**src/rtl/sprite_motion_scheduler.sv**
```systemverilog
// Sprite motion scheduler: once per frame (during vertical blanking) walks every
// sprite through one shared add/compare path, applies its velocity, and then
// bounces it off the screen edges (collidable) or wraps it modulo 128
// (non-collidable).
// Optional build macro: SPRITE_SCHED_FRAMESKIP_EN. When it is defined, a motion
// step happens only once every FRAME_DIV accepted frame_start pulses.
module sprite_motion_scheduler #(
    parameter int         NUM_SPRITES = 4,
    parameter logic [7:0] SCREEN_W    = 8'd128,
    parameter logic [7:0] SCREEN_H    = 8'd128,
    parameter logic [3:0] FRAME_DIV   = 4'd1
) (
    input  logic                       clk,
    input  logic                       reset,
    input  logic                       frame_start,
    input  logic [14*NUM_SPRITES-1:0]  dims,
    input  logic [NUM_SPRITES-1:0]     collidable,
    input  logic                       cfg_valid,
    output logic                       cfg_ready,
    input  logic [2:0]                 cfg_idx,
    input  logic [6:0]                 cfg_x,
    input  logic [6:0]                 cfg_y,
    input  logic [3:0]                 cfg_vx,
    input  logic [3:0]                 cfg_vy,
    output logic [7*NUM_SPRITES-1:0]   xPos_bus,
    output logic [7*NUM_SPRITES-1:0]   yPos_bus,
    output logic                       busy,
    output logic                       done,
    output logic [NUM_SPRITES-1:0]     bounced,
    output logic                       overrun
);

    localparam int IW = (NUM_SPRITES > 1) ? $clog2(NUM_SPRITES) : 1;
    localparam logic [IW-1:0] LAST_IDX = IW'(NUM_SPRITES - 1);

    typedef enum logic [2:0] {
        IDLE,
        LOAD,
        CALC_X,
        CALC_Y,
        WRITE,
        FIN
    } state_t;

    state_t         state;
    logic [IW-1:0]  idx;

    logic [6:0]     x_reg  [NUM_SPRITES];
    logic [6:0]     y_reg  [NUM_SPRITES];
    logic [3:0]     vx_reg [NUM_SPRITES];
    logic [3:0]     vy_reg [NUM_SPRITES];

    logic [6:0]     dim_w  [NUM_SPRITES];
    logic [6:0]     dim_h  [NUM_SPRITES];

    logic [6:0]     work_x;
    logic [6:0]     work_y;
    logic [3:0]     work_vx;
    logic [3:0]     work_vy;
    logic [6:0]     work_w;
    logic [6:0]     work_h;
    logic           work_coll;
    logic           hit_x;
    logic           hit_y;

    logic           step_frame;
    logic           start_sweep;
    logic           cfg_hit;

    // One axis of motion: returns {reflected, new velocity, new position}.
    // The sum is kept 9 bits wide and signed so a step past either border is
    // visible before it is clipped or wrapped back into 7 bits.
    function automatic logic [11:0] axis_step(
        input logic [6:0] pos,
        input logic [3:0] vel,
        input logic [6:0] size,
        input logic [7:0] limit,
        input logic       coll
    );
        logic [8:0]  np;
        logic [6:0]  sz;
        logic [3:0]  vneg;
        logic [9:0]  far_edge;
        logic [11:0] result;
        np       = {2'b00, pos} + {{5{vel[3]}}, vel};
        sz       = (size == 7'd0) ? 7'd1 : size;
        vneg     = (vel == 4'b1000) ? 4'b0111 : (4'd0 - vel);
        far_edge = {1'b0, np} + {3'b000, sz};
        result   = {1'b0, vel, np[6:0]};
        if (coll) begin
            if (np[8]) begin
                result = {1'b1, vneg, 7'd0};
            end else if (far_edge > {2'b00, limit}) begin
                result = {1'b1, vneg, 7'(limit - {1'b0, sz})};
            end
        end
        return result;
    endfunction

`ifdef SPRITE_SCHED_FRAMESKIP_EN
    localparam logic [3:0] STEP_LAST = (FRAME_DIV == 4'd0) ? 4'd0 : (FRAME_DIV - 4'd1);
    logic [3:0] frame_cnt;

    // A frame only produces a motion step once the skip counter has wrapped.
    always_comb begin
        step_frame = (frame_cnt == STEP_LAST);
    end
`else
    // FRAME_DIV has no effect when frame skipping is compiled out.
    logic unused_frame_div;
    assign unused_frame_div = ^FRAME_DIV;

    // Every frame_start seen in IDLE produces a motion step.
    always_comb begin
        step_frame = 1'b1;
    end
`endif

    // Decode sweep start and config acceptance from the current state.
    always_comb begin
        start_sweep = (state == IDLE) && frame_start && step_frame;
        cfg_hit     = cfg_valid && cfg_ready && (32'(cfg_idx) < NUM_SPRITES);
    end

    // Flatten position registers onto the buses and unpack per-sprite dimensions.
    always_comb begin
        xPos_bus = '0;
        yPos_bus = '0;
        for (int i = 0; i < NUM_SPRITES; i++) begin
            xPos_bus[7*i +: 7] = x_reg[i];
            yPos_bus[7*i +: 7] = y_reg[i];
            dim_w[i]           = dims[14*i+7 +: 7];
            dim_h[i]           = dims[14*i +: 7];
        end
    end

    // Sweep sequencer, config write port and sticky status, all in one register block.
    always_ff @(posedge clk) begin
        if (reset) begin
            state     <= IDLE;
            idx       <= '0;
            busy      <= 1'b0;
            done      <= 1'b0;
            bounced   <= '0;
            overrun   <= 1'b0;
            cfg_ready <= 1'b1;
            work_x    <= '0;
            work_y    <= '0;
            work_vx   <= '0;
            work_vy   <= '0;
            work_w    <= '0;
            work_h    <= '0;
            work_coll <= 1'b0;
            hit_x     <= 1'b0;
            hit_y     <= 1'b0;
            for (int i = 0; i < NUM_SPRITES; i++) begin
                x_reg[i]  <= '0;
                y_reg[i]  <= '0;
                vx_reg[i] <= '0;
                vy_reg[i] <= '0;
            end
`ifdef SPRITE_SCHED_FRAMESKIP_EN
            frame_cnt <= 4'd0;
`endif
        end else begin
            done <= 1'b0;

            if (frame_start && busy) begin
                overrun <= 1'b1;
            end

            if (cfg_hit) begin
                x_reg[cfg_idx[IW-1:0]]  <= cfg_x;
                y_reg[cfg_idx[IW-1:0]]  <= cfg_y;
                vx_reg[cfg_idx[IW-1:0]] <= cfg_vx;
                vy_reg[cfg_idx[IW-1:0]] <= cfg_vy;
            end

            case (state)
                IDLE: begin
`ifdef SPRITE_SCHED_FRAMESKIP_EN
                    if (frame_start) begin
                        frame_cnt <= step_frame ? 4'd0 : (frame_cnt + 4'd1);
                    end
`endif
                    if (start_sweep) begin
                        idx       <= '0;
                        busy      <= 1'b1;
                        cfg_ready <= 1'b0;
                        bounced   <= '0;
                        state     <= LOAD;
                    end
                end
                LOAD: begin
                    work_x    <= x_reg[idx];
                    work_y    <= y_reg[idx];
                    work_vx   <= vx_reg[idx];
                    work_vy   <= vy_reg[idx];
                    work_w    <= dim_w[idx];
                    work_h    <= dim_h[idx];
                    work_coll <= collidable[idx];
                    state     <= CALC_X;
                end
                CALC_X: begin
                    {hit_x, work_vx, work_x} <= axis_step(work_x, work_vx, work_w, SCREEN_W, work_coll);
                    state <= CALC_Y;
                end
                CALC_Y: begin
                    {hit_y, work_vy, work_y} <= axis_step(work_y, work_vy, work_h, SCREEN_H, work_coll);
                    state <= WRITE;
                end
                WRITE: begin
                    x_reg[idx]   <= work_x;
                    y_reg[idx]   <= work_y;
                    vx_reg[idx]  <= work_vx;
                    vy_reg[idx]  <= work_vy;
                    bounced[idx] <= hit_x | hit_y;
                    if (idx == LAST_IDX) begin
                        state <= FIN;
                    end else begin
                        idx   <= idx + 1'b1;
                        state <= LOAD;
                    end
                end
                FIN: begin
                    done      <= 1'b1;
                    busy      <= 1'b0;
                    cfg_ready <= 1'b1;
                    state     <= IDLE;
                end
                default: begin
                    state <= IDLE;
                end
            endcase
        end
    end

endmodule

```
**config.mk**
```make
export PLATFORM = sky130hd
export DESIGN_NAME = sprite_motion_scheduler
export DESIGN_NICKNAME = d
export VERILOG_FILES = /design/src/rtl/sprite_motion_scheduler.sv
export SDC_FILE = /design/constraint.sdc
export NUM_CORES = 1
export LEC_CHECK = 0
export BUFFER_PORTS_ARGS = -buffer_cell sky130_fd_sc_hd__buf_2
export CORE_MARGIN = 5
export CORE_UTILIZATION = 30
export DETAILED_ROUTE_END_ITERATION = 12
export GPL_TIMING_DRIVEN = 0
export PLACE_DENSITY = 0.58
export SLEW_MARGIN = 20
export SYNTH_ARGS = -nofsm -noshare
export SYNTH_HDL_FRONTEND = slang
export SYNTH_SLANG_ARGS = --single-unit
```
**constraint.sdc**
```tcl
create_clock -name clk -period 5.2 [get_ports clk]
set_input_delay 0 -clock clk [delete_from_list [all_inputs] [get_ports clk]]
set_output_delay 0 -clock clk [all_outputs]
set_load 0.005 [all_outputs]
```
==> results.md, run 1 <==
- Slew headroom: 33.19%
- Flop2flop setup slack: 0.56 ns
- Vias in the first global route: 8,006
- Final wirelength: 29.99 mm
- Register area share after synthesis: 41.81%
- Setup violators final: 0
- # fillers: 2,975
- RSZ-0062 raised after global routing: false
- Root Driver: clkbuf_16
- Largest net degree at the start of global routing: 23
- Number of synthesized flops with an enable pin: 88
- Die W: 182.3 um
- Area of the multi-input gates: 4852 um2
- Fin crit period: 4.643 ns
- Synth Warn #: 0
- Crit Path Max Fanout: 8
- Initial DRT Pass Iterations: 5
- Worst Setup Start Kind: flop
- Actual slew at the worst max-slew pin: 1.002 ns
- Via count: 7,953
- Final hold viol count: 0
- #FFs+latches synth: 142
- Max_cap viols: 0
- Nets: 1,201
- DIE AREA: 33,230 um2
- Ys async rst share: 0%
- Post-CTS Resized: 0
- Vias/cell: 5.396
- DP Area: 10,220 um2
- Initial antenna violation count: 3
- R2R depth: 16
- TritonCTS clock tree: done
- Setup Crit Path Kind: flop to flop
- Reg2Reg Launch Point: work_vx[0]
- Rows: 63
- Post-synth cell types: 67
- CP required: 5.48 ns
- Power consumption: 0.003250 W
- Critical Path AT: 4.92 ns
- Post-Synthesis Cells: 872
- Hold depth: 4
- Clk buf depth: 2
- Power Density: 293.1 nW/um2
- Max Freq: 0.2154 GHz
- Antenna viol nets, final: 0
- CTS HTree Levels: 4
- Cell Area, Synth: 8906 um2
- Synth Net Count: 1,005
- Core area: 29,480 um2
- Critical-path top delay cell: dfxtp_1
- Final Cycle Share: 89.29%
- Hold Crit Class: input port to flop
- Total CTS buffers: 17
- Post CTS Setup Buffer Count: 0
- Critical path buffer and inverter count: 1
- Register area: 3724 um2
- P_leak: 4.259 nW
- Port bufs: 151
- Detailed Place HPWL: 22.73 mm
- RR Endpoint: work_x[0]
- First-pass GRT wire length: 45.84 mm
- DIE HEIGHT: 182.3 um
- Critical Path Stages: 16
- Clock transition at path regs: 0.06 ns
- VDD IR max: 0.2146 mV
- Post-synth top flop: edfxtp_1
- Worst Setup SP: work_vx[0]
- Sink Count: 142
- Gpl congestion: 0.8226
- Mean post-synth cell area: 10.21 um2
- Clock Latency Late Sink: 0.44 ns
- Clock Skew: 0.01621 ns
- Fin. max-slew vios: 0
- GRT overflow: 0
- Crit path to: work_x[0]
- Routed wire per std cell: 20.34 um
- Max incr delay on CP: 0.51 ns
- GRT Resource Usage Total: 17.72%
- Fin area: 11,090 um2
- Crit end category: flop
- Layout cells sized above 1: 22.29%
- Fin Setup TNS: 0 ns
- Critical Path, Cell by Cell: ha_1, inv_1, fa_1, nor2b_1, o21ai_0, a21oi_1, ha_1, nand3_1, o211ai_1, or2_2, or4_1, a31oi_2, a211oi_1, o21a_1, a221oi_1, a211oi_1
- I/O pins: 153
- Status: finished clean
- Remaining DRCs: 0
- P&R area growth vs syn: 24.53%
- Drt initial violations: 686
- Initial core utilization: 30.21%
- CP delay by family, top: compound AO/OA/AOI/OAI gates
## cells in the final DEF (no fill, tap or decap), types with 26 or more instances in the layout
| cell type | synthesis | layout |
|---|---|---|
| mux4_2 | 37 | 37 |
| dfxtp_1 | 54 | 54 |
| a21oi_1 | 40 | 40 |
| nor2_1 | 48 | 48 |
| edfxtp_1 | 88 | 88 |
| inv_1 | 27 | 27 |
| o21ai_0 | 49 | 48 |
| nand2_1 | 116 | 116 |
| ha_1 | 40 | 40 |
| nor3_1 | 26 | 26 |
| a22o_1 | 66 | 66 |
| clkbuf_1 | 58 | 59 |
| buf_2 | 2 | 153 |
## worst register-to-register path, stage by stage, from the launching register on
cell and delay (ns):
dfxtp_1 0.51, ha_1 0.27, inv_1 0.07, fa_1 0.41, nor2b_1 0.17, o21ai_0 0.09, a21oi_1 0.42, ha_1 0.35
nand3_1 0.08, o211ai_1 0.12, or2_2 0.31, or4_1 0.49, a31oi_2 0.31, a211oi_1 0.13, o21a_1 0.19, a221oi_1 0.50
a211oi_1 0.09
## kinds of logic (layout without fill, tap and decap cells)
logic type | Yosys count | in the layout | synth area share (%)
flip-flops | 142 | 142 | 41.81
XOR/XNOR | 23 | 23 | 2.416
AO/OA/AOI/OAI | 265 | 265 | 21.71
other | 0 | 3 | 0
buffers and inverters | 91 | 300 | 3.863
multiplexers | 39 | 39 | 9.581
AND/OR/NAND/NOR | 267 | 267 | 13.99
adder cells (fa/ha/maj) | 45 | 45 | 6.631
## power breakdown
part | internal (W) | switching (W) | leakage [nW] | total [W]
Clock | 0.000814 | 0.000520 | 0.303 | 0.00133
Combinational | 0.000249 | 0.000344 | 2.61 | 0.000593
Sequential | 0.00126 | 0.0000671 | 1.35 | 0.00132
## timing repair
item                                    CTS  global route
hold buffers                             23             0
endpoints found under the hold margin    91             0
endpoints found under the setup margin    0             0
## cell usage after synthesis (all sizes together) (3+ instances only)
master	instances	area (um2)
o2111ai	3	26.28
nor3b	3	22.52
o21ai	52	264.0
xnor2	13	113.9
or4	3	22.52
a221oi	14	128.9
fa	4	80.08
a2111oi	3	45.05
o22ai	8	50.05
or3	6	37.54
buf	6	25.02
nand4	3	18.77
and3	6	37.54
or2	4	25.02
and2	10	62.56
o21bai	4	30.03
a21o	7	52.55
nor4	6	37.54
ha	40	500.5
inv	27	101.4
nand3	10	50.05
nand3b	5	37.54
xor2	9	78.83
o21a	6	45.04
a31oi	11	75.07
nor2	48	180.2
a211oi	18	145.1
o211ai	8	70.06
a22o	66	578.1
a311oi	5	43.79
nand2	117	441.7
a21oi	40	200.2
a211o	3	26.28
mux4	37	833.3
dfxtp	54	1081
nor2b	9	56.30
edfxtp	88	2643
clkbuf	58	217.7
nor3	26	130.1
nand2b	5	31.28
## through the flow
| step | util (%) | std cells | hold slack (ns) | setup WS (ns) |
|---|---|---|---|---|
| global placement | 34.43 | 1413 | 0.3237 | 0.6615 |
| detailed placement | 34.66 | 1416 | 0.3250 | 0.6111 |
| global route | 37.62 | 1474 | 0.07400 | 0.2657 |
| finish | 37.62 | 1474 | 0.05777 | 0.5570 |
| floorplan | - | 872 | 0.1436 | 1.502 |
| CTS | 37.59 | 1471 | 0.05685 | 0.6047 |
## worst min path at each step
stage | end | startpoint | slack (ns)
6_report | work_w[5] | dims[12] | 0.06
2_1_floorplan | overrun | frame_start | 0.14
3_3_place_gp | overrun | frame_start | 0.32
5_1_grt | work_h[1] | dims[43] | 0.07
3_5_place_dp | overrun | frame_start | 0.33
4_1_cts | work_h[1] | dims[29] | 0.06
## final cells by class
| cell class | count | area share (%) |
|---|---|---|
| clock inverter | 14 | 1.850 |
| clock buffer | 18 | 3.870 |
| antenna | 3 | 0.06769 |
| buffer | 64 | 2.200 |
| sequential | 142 | 33.57 |
| multi-input combinational | 639 | 43.75 |
| tap | 390 | 4.400 |
| inverter | 27 | 0.9138 |
| timing repair buffer | 177 | 9.375 |
## metal layers
layer	share of wire [%]	wire [um]	global-route usage [%]
met1	42	12690	22.67
met2	51	15160	30.32
met3	4.7	1414	3.070
met4	2.4	721	6.094
met5	0	0	0
Power figures use the tool's default switching activity.
==> run 2: changes to the inputs <==
Settings changed: CTS_BUF_LIST set to sky130_fd_sc_hd__clkbuf_2 sky130_fd_sc_hd__clkbuf_4 sky130_fd_sc_hd__clkbuf_8, PLACE_DENSITY 0.58 to 0.6.
Clock period 5.2 ns to 4.2 ns, I/O delays scaled along.
==> run 2 against run 1 <==
Compared with the run above: via count is 2.0% higher; non-clock buffer count is 11 higher; clock power is 6% lower; register-to-register slack lost 0.44 ns; maximum frequency is 14% higher; critical path depth rose by 2; die area did not move; sequential power is 24% higher; count of clock-buffer cells in the layout decreased by 1; clock skew down 0.0035 ns; combinational power up 39%; worst setup slack worse by 0.44 ns; critical path type unchanged.
==> results.md, run 2 (same netlist as run 1, synthesis figures left out) <==
- Most common cell after layout, fill and taps aside: buf_2
- HP Start: dims[40]
- Initial antenna violation count: 4
- GRT Resource Usage Total: 17.90%
- GRT overflow: 0
- Non-filler cells, final: 1,485
- Worst Setup SP: work_vx[0]
- Crit end category: flop
- Power Density: 329.5 nW/um2
- Drt initial violations: 684
- DIE HEIGHT: 182.3 um
- Fin. max-slew vios: 0
- P&R area growth vs syn: 26.52%
- Power consumption: 0.003712 W
- Critical Path AT: 4.40 ns
- # fillers: 2,975
- Fin crit period: 4.085 ns
- CP required: 4.51 ns
- Crit Path Max Fanout: 8
- Hold depth: 4
- Rows: 63
- Port bufs: 151
- Via count: 8,110
- I/O pins: 153
- Reg2Reg Launch Point: work_vx[0]
- Vias in the first global route: 8,064
- Core area: 29,480 um2
- Sink Count: 142
- Detailed Place HPWL: 22.77 mm
- Clock transition at path regs: 0.08 ns
- Smallest hold slack: 0.03133 ns
- Clock Latency Late Sink: 0.46 ns
- Max_cap viols: 0
- Routed wire per std cell: 20.51 um
- Die W: 182.3 um
- Nets: 1,212
- Slew headroom: 34.83%
- Largest net degree at the start of global routing: 23
- Gpl congestion: 0.8574
- First-pass GRT wire length: 46.53 mm
- TritonCTS clock tree: done
- Register area: 3746 um2
- Flop2flop setup slack: 0.12 ns
- CTS HTree Levels: 4
- Final hold viol count: 0
- Placed Cells: 1,415
- Status: finished clean
- Hold EP: work_w[5]
- Fin Setup TNS: 0 ns
- Final wirelength: 30.46 mm
- Clk buf depth: 2
- Initial DRT Pass Iterations: 5
- R2R depth: 18
- Antenna viol nets, final: 0
- Setup Crit Path Kind: flop to flop
- Worst Setup Start Kind: flop
- Layout cells sized above 1: 27.11%
- Remaining DRCs: 0
- Actual slew at the worst max-slew pin: 0.9775 ns
- Hold Crit Class: input port to flop
- RR Endpoint: work_x[3]
- Vias/cell: 5.461
- Max Freq: 0.2448 GHz
- Root Driver: clkbuf_8
- DIE AREA: 33,230 um2
- Final core occ: 38.22%
- Final Cycle Share: 97.25%
- VDD IR max: 0.2299 mV
- P_leak: 4.308 nW
- Initial core utilization: 30.21%
- Most frequent cells in the layout: 152 x buf_2, 116 x nand2_1, 88 x edfxtp_1, 66 x a22o_1, 57 x clkbuf_1
- Area of the multi-input gates: 5109 um2
- Setup violators final: 0
- Clock Skew: 0.01266 ns
- Total CTS buffers: 17
==> run 2: cell count changes in the layout (fill, tap and decap cells not counted), moves of 4 or more <==
cell,change
dfxtp_1,-10
a221oi_1,-7
clkbuf_16,-17
dfxtp_4,+4
buf_4,+14
dfxtp_2,+6
clkbuf_8,+17
a221oi_4,+6
==> run 2: how the worst max path moves through the flow <==
stage | end | slack (ns) | depth (start not counted)
after floorplan | work_x[0] | 0.50 | 16
after global placement | work_x[0] | -0.31 | 16
after detailed placement | work_x[0] | -0.38 | 16
after CTS | work_x[0] | -0.02 | 16
after global routing | work_x[4] | -0.04 | 17
final | work_x[3] | 0.12 | 18
==> run 2: layer usage <==
layer | GRT usage (%) | share of wire (%) | wire length [um]
met1 | 22.57 | 41 | 12510
met2 | 30.40 | 50 | 15130
met3 | 2.950 | 5.8 | 1773
met4 | 7.625 | 3.4 | 1042
met5 | 0 | 0.023 | 7
==> run 2: layout make-up <==
class	instances	share of cell area (%)
Clock inverter	15	1.843
Inverter	27	0.8994
Tap cell	390	4.330
Buffer	63	2.210
Timing Repair Buffer	189	9.993
Antenna cell	3	0.06662
Clock buffer	17	2.076
Multi-Input combinational cell	639	45.34
Sequential cell	142	33.24
==> run 2: critical path: stages (launching register included) <==
cell and delay, ns:
dfxtp_4 0.41, ha_2 0.22, inv_1 0.06, fa_2 0.37, nor2b_2 0.15, o21ai_0 0.10, a21oi_2 0.28, buf_4 0.17
ha_1 0.23, o21ai_0 0.14, nor2_1 0.10, and3_1 0.20, o31ai_2 0.29, a31oi_4 0.17, buf_4 0.17, o21ai_2 0.27
nand2_4 0.18, a221oi_4 0.37, a311oi_1 0.08
==> run 2: power by group <==
group          switching, W  total (W)  internal [W]
combinational      0.000468   0.000825      0.000357
sequential        0.0000847    0.00164       0.00155
clock              0.000590    0.00125      0.000658
total               0.00114    0.00371       0.00257
==> run 2: timing repair <==
item                                    CTS  global route
setup buffers                             2            11
resized for setup                        18            46
gates cloned                              0             0
endpoints found under the setup margin   30            41
hold buffers                             23             0
pin swaps                                 2            16
endpoints found under the hold margin    92             0
==> run 2: through the flow <==
step	instance area, um2	worst slack (ns)
after floorplan	8906	0.5019
after global placement	10150	-0.3093
after detailed placement	10210	-0.3814
after CTS	10980	-0.02191
after global routing	11270	-0.03951
final	11270	0.1155
==> run 3: changes to the inputs <==
Settings changed: CORE_MARGIN 5 to 4, PLACE_DENSITY 0.6 to 0.58.
Clock period 4.2 ns to 3.9 ns, I/O delays scaled along.
==> run 3 against run 2 <==
Compared with the run above: routed wire length increased by 1.7%; maximum frequency increased by 4.5%; critical path depth fell by 2; cell area rose by 1.8%; sequential share of layout area fell by 0.46 points; non-clock buffer count up 8; worst hold slack got worse by 0.0045 ns; die area decreased by 2.2%; sequential power increased by 7%; count of clock-buffer cells in the layout grew 1; the run now ends with negative setup slack left; clock power increased by 4%.
==> results.md, run 3 (same netlist as run 1, synthesis figures left out) <==
- Violated checks: negative setup slack
- Smallest hold slack: 0.02688 ns
- P&R area growth vs syn: 28.80%
- Root Driver: clkbuf_8
- Remaining DRCs: 0
- GRT Resource Usage Total: 18.51%
- Setup Crit Path Kind: flop to flop
- TritonCTS clock tree: done
- Worst setup margin: -0.009309 ns
- Fin crit period: 3.909 ns
- Critical Path AT: 4.22 ns
- GRT overflow: 0
- CTS HTree Levels: 4
- Clock transition at path regs: 0.09 ns
- VDD IR max: 0.2086 mV
- Gpl congestion: 0.8292
- Final wirelength: 30.99 mm
- RSZ-0062 raised after global routing: true
- Actual slew at the worst max-slew pin: 1.041 ns
- Initial core utilization: 30.70%
- Layout cells sized above 1: 30.00%
- Die W: 180.3 um
- Comb pwr share: 23.2%
- Non-filler cells, final: 1,486
- DIE HEIGHT: 180.3 um
- Crit end category: flop
- Fin Setup TNS: -0.009309 ns
- Initial DRT Pass Iterations: 5
- Clock power share: 32.5%
- Most frequent cells in the layout: 152 x buf_2, 116 x nand2_1, 88 x edfxtp_1, 66 x a22o_1, 55 x clkbuf_1
- DIE AREA: 32,510 um2
- Vias/cell: 5.536
- Initial antenna violation count: 3
- Crit Path Max Fanout: 6
- Total CTS buffers: 17
- First-pass GRT wire length: 47.42 mm
- Nets: 1,220
- Largest net degree at the start of global routing: 23
- Most common cell after layout, fill and taps aside: buf_2
- Sw Pwr: 0.001263 W
- Slew headroom: 30.37%
- Final hold viol count: 0
- Port bufs: 151
- Power Density: 347.4 nW/um2
- Rows: 62
- Hold Crit Class: input port to flop
- CP required: 4.21 ns
- Vias in the first global route: 8,148
- Antenna viol nets, final: 0
- Setup violators final: 1
- DP Area: 10,190 um2
- Drt initial violations: 546
- Placed Cells: 1,409
- Detailed Place HPWL: 22.70 mm
- Clock Latency Late Sink: 0.46 ns
- Final Cycle Share: 100.2%
- Routed wire per std cell: 20.85 um
- I/O pins: 153
- Flop pwr share: 44.3%
- Fin area: 11,470 um2
- Via count: 8,226
- Worst Setup Start Kind: flop
- Sw frac: 31.70%
- Fin. max-slew vios: 0
- Clock Skew: 0.02129 ns
- Clk buf depth: 2
- P_leak: 4.365 nW
- Max_cap viols: 0
- Status: finished with violations
- Sink Count: 142
- Max Freq: 0.2558 GHz
- Core area: 29,010 um2
- Pint: 0.002722 W
run 3: changes by cell type in the layout (fill, tap and decap cells not counted), sizes merged:
cell,delta
buf,+9
clkinv,-4
clkinvlp,+3
bufinv,-1
diode,-1
inv,+1
run 3: metrics by stage:
step	utilization [%]	setup WS, ns	power [W]
floorplan	-	0.2019	0.002270
global placement	34.96	-0.6346	0.002545
detailed placement	35.14	-0.7097	0.002562
CTS	38.56	-0.03842	0.003921
global route	39.54	-0.1077	0.004155
finish	39.54	-0.009309	0.003985
run 3: final cells by class:
cell class,instances,area [um2]
Antenna cell,2,5.005
Buffer,62,250.2
Clock buffer,18,241.5
Clock inverter,14,178.9
Fill cell,2903,17540
Inverter,27,101.3
Multi-Input combinational cell,639,5255
Sequential cell,142,3761
Tap cell,384,480.5
Timing Repair Buffer,198,1197
run 3: what timing repair did:
item / 4_1_cts / 5_1_grt
buffers inserted: 11 / 11
hold buffers: 23 / 0
endpoints found under the hold margin: 92 / 0
setup endpoints to repair: 42 / 33
gates resized for setup: 56 / 54
pin swaps: 20 / 42
run 3: final timing paths:
check                                 from   endpoint  slack [ns]  cells past startpoint
worst min register to register   work_w[0]  work_w[0]        0.46                      2
worst max-delay path            work_vx[0]  work_x[0]      -0.009                     16
worst min-delay path              dims[40]  work_w[5]        0.03                      4
worst max register to register  work_vx[0]  work_x[0]      -0.009                     16
run 3: power groups by stage:
stage          logic (W)  clock network [W]  registers [W]
2_1_floorplan   0.000507                  0        0.00176
3_3_place_gp    0.000747                  0        0.00180
3_5_place_dp    0.000766                  0        0.00180
4_1_cts         0.000870            0.00129        0.00176
5_1_grt          0.00101            0.00137        0.00177
6_report        0.000926            0.00130        0.00176
run 3: per-layer routing:
layer | track usage, % | vias to the layer above | wire (um)
li1 | - | 3787 | -
met1 | 23.43 | 4088 | 12730
met2 | 32.11 | 308 | 15730
met3 | 3.472 | 41 | 1753
met4 | 5.777 | 2 | 755
met5 | 0 | - | 12
run 3: worst max-delay path, stage by stage (launching register included):
cell,delay (ns)
dfxtp_4,0.37
ha_4,0.13
inv_2,0.04
fa_2,0.42
nor2b_2,0.15
o31a_1,0.21
a21oi_2,0.08
ha_1,0.32
nand3_1,0.08
o211ai_1,0.13
or2_4,0.28
or4_4,0.53
a31oi_4,0.25
a211oi_2,0.12
o21a_4,0.21
a221oi_4,0.35
a211oi_1,0.07
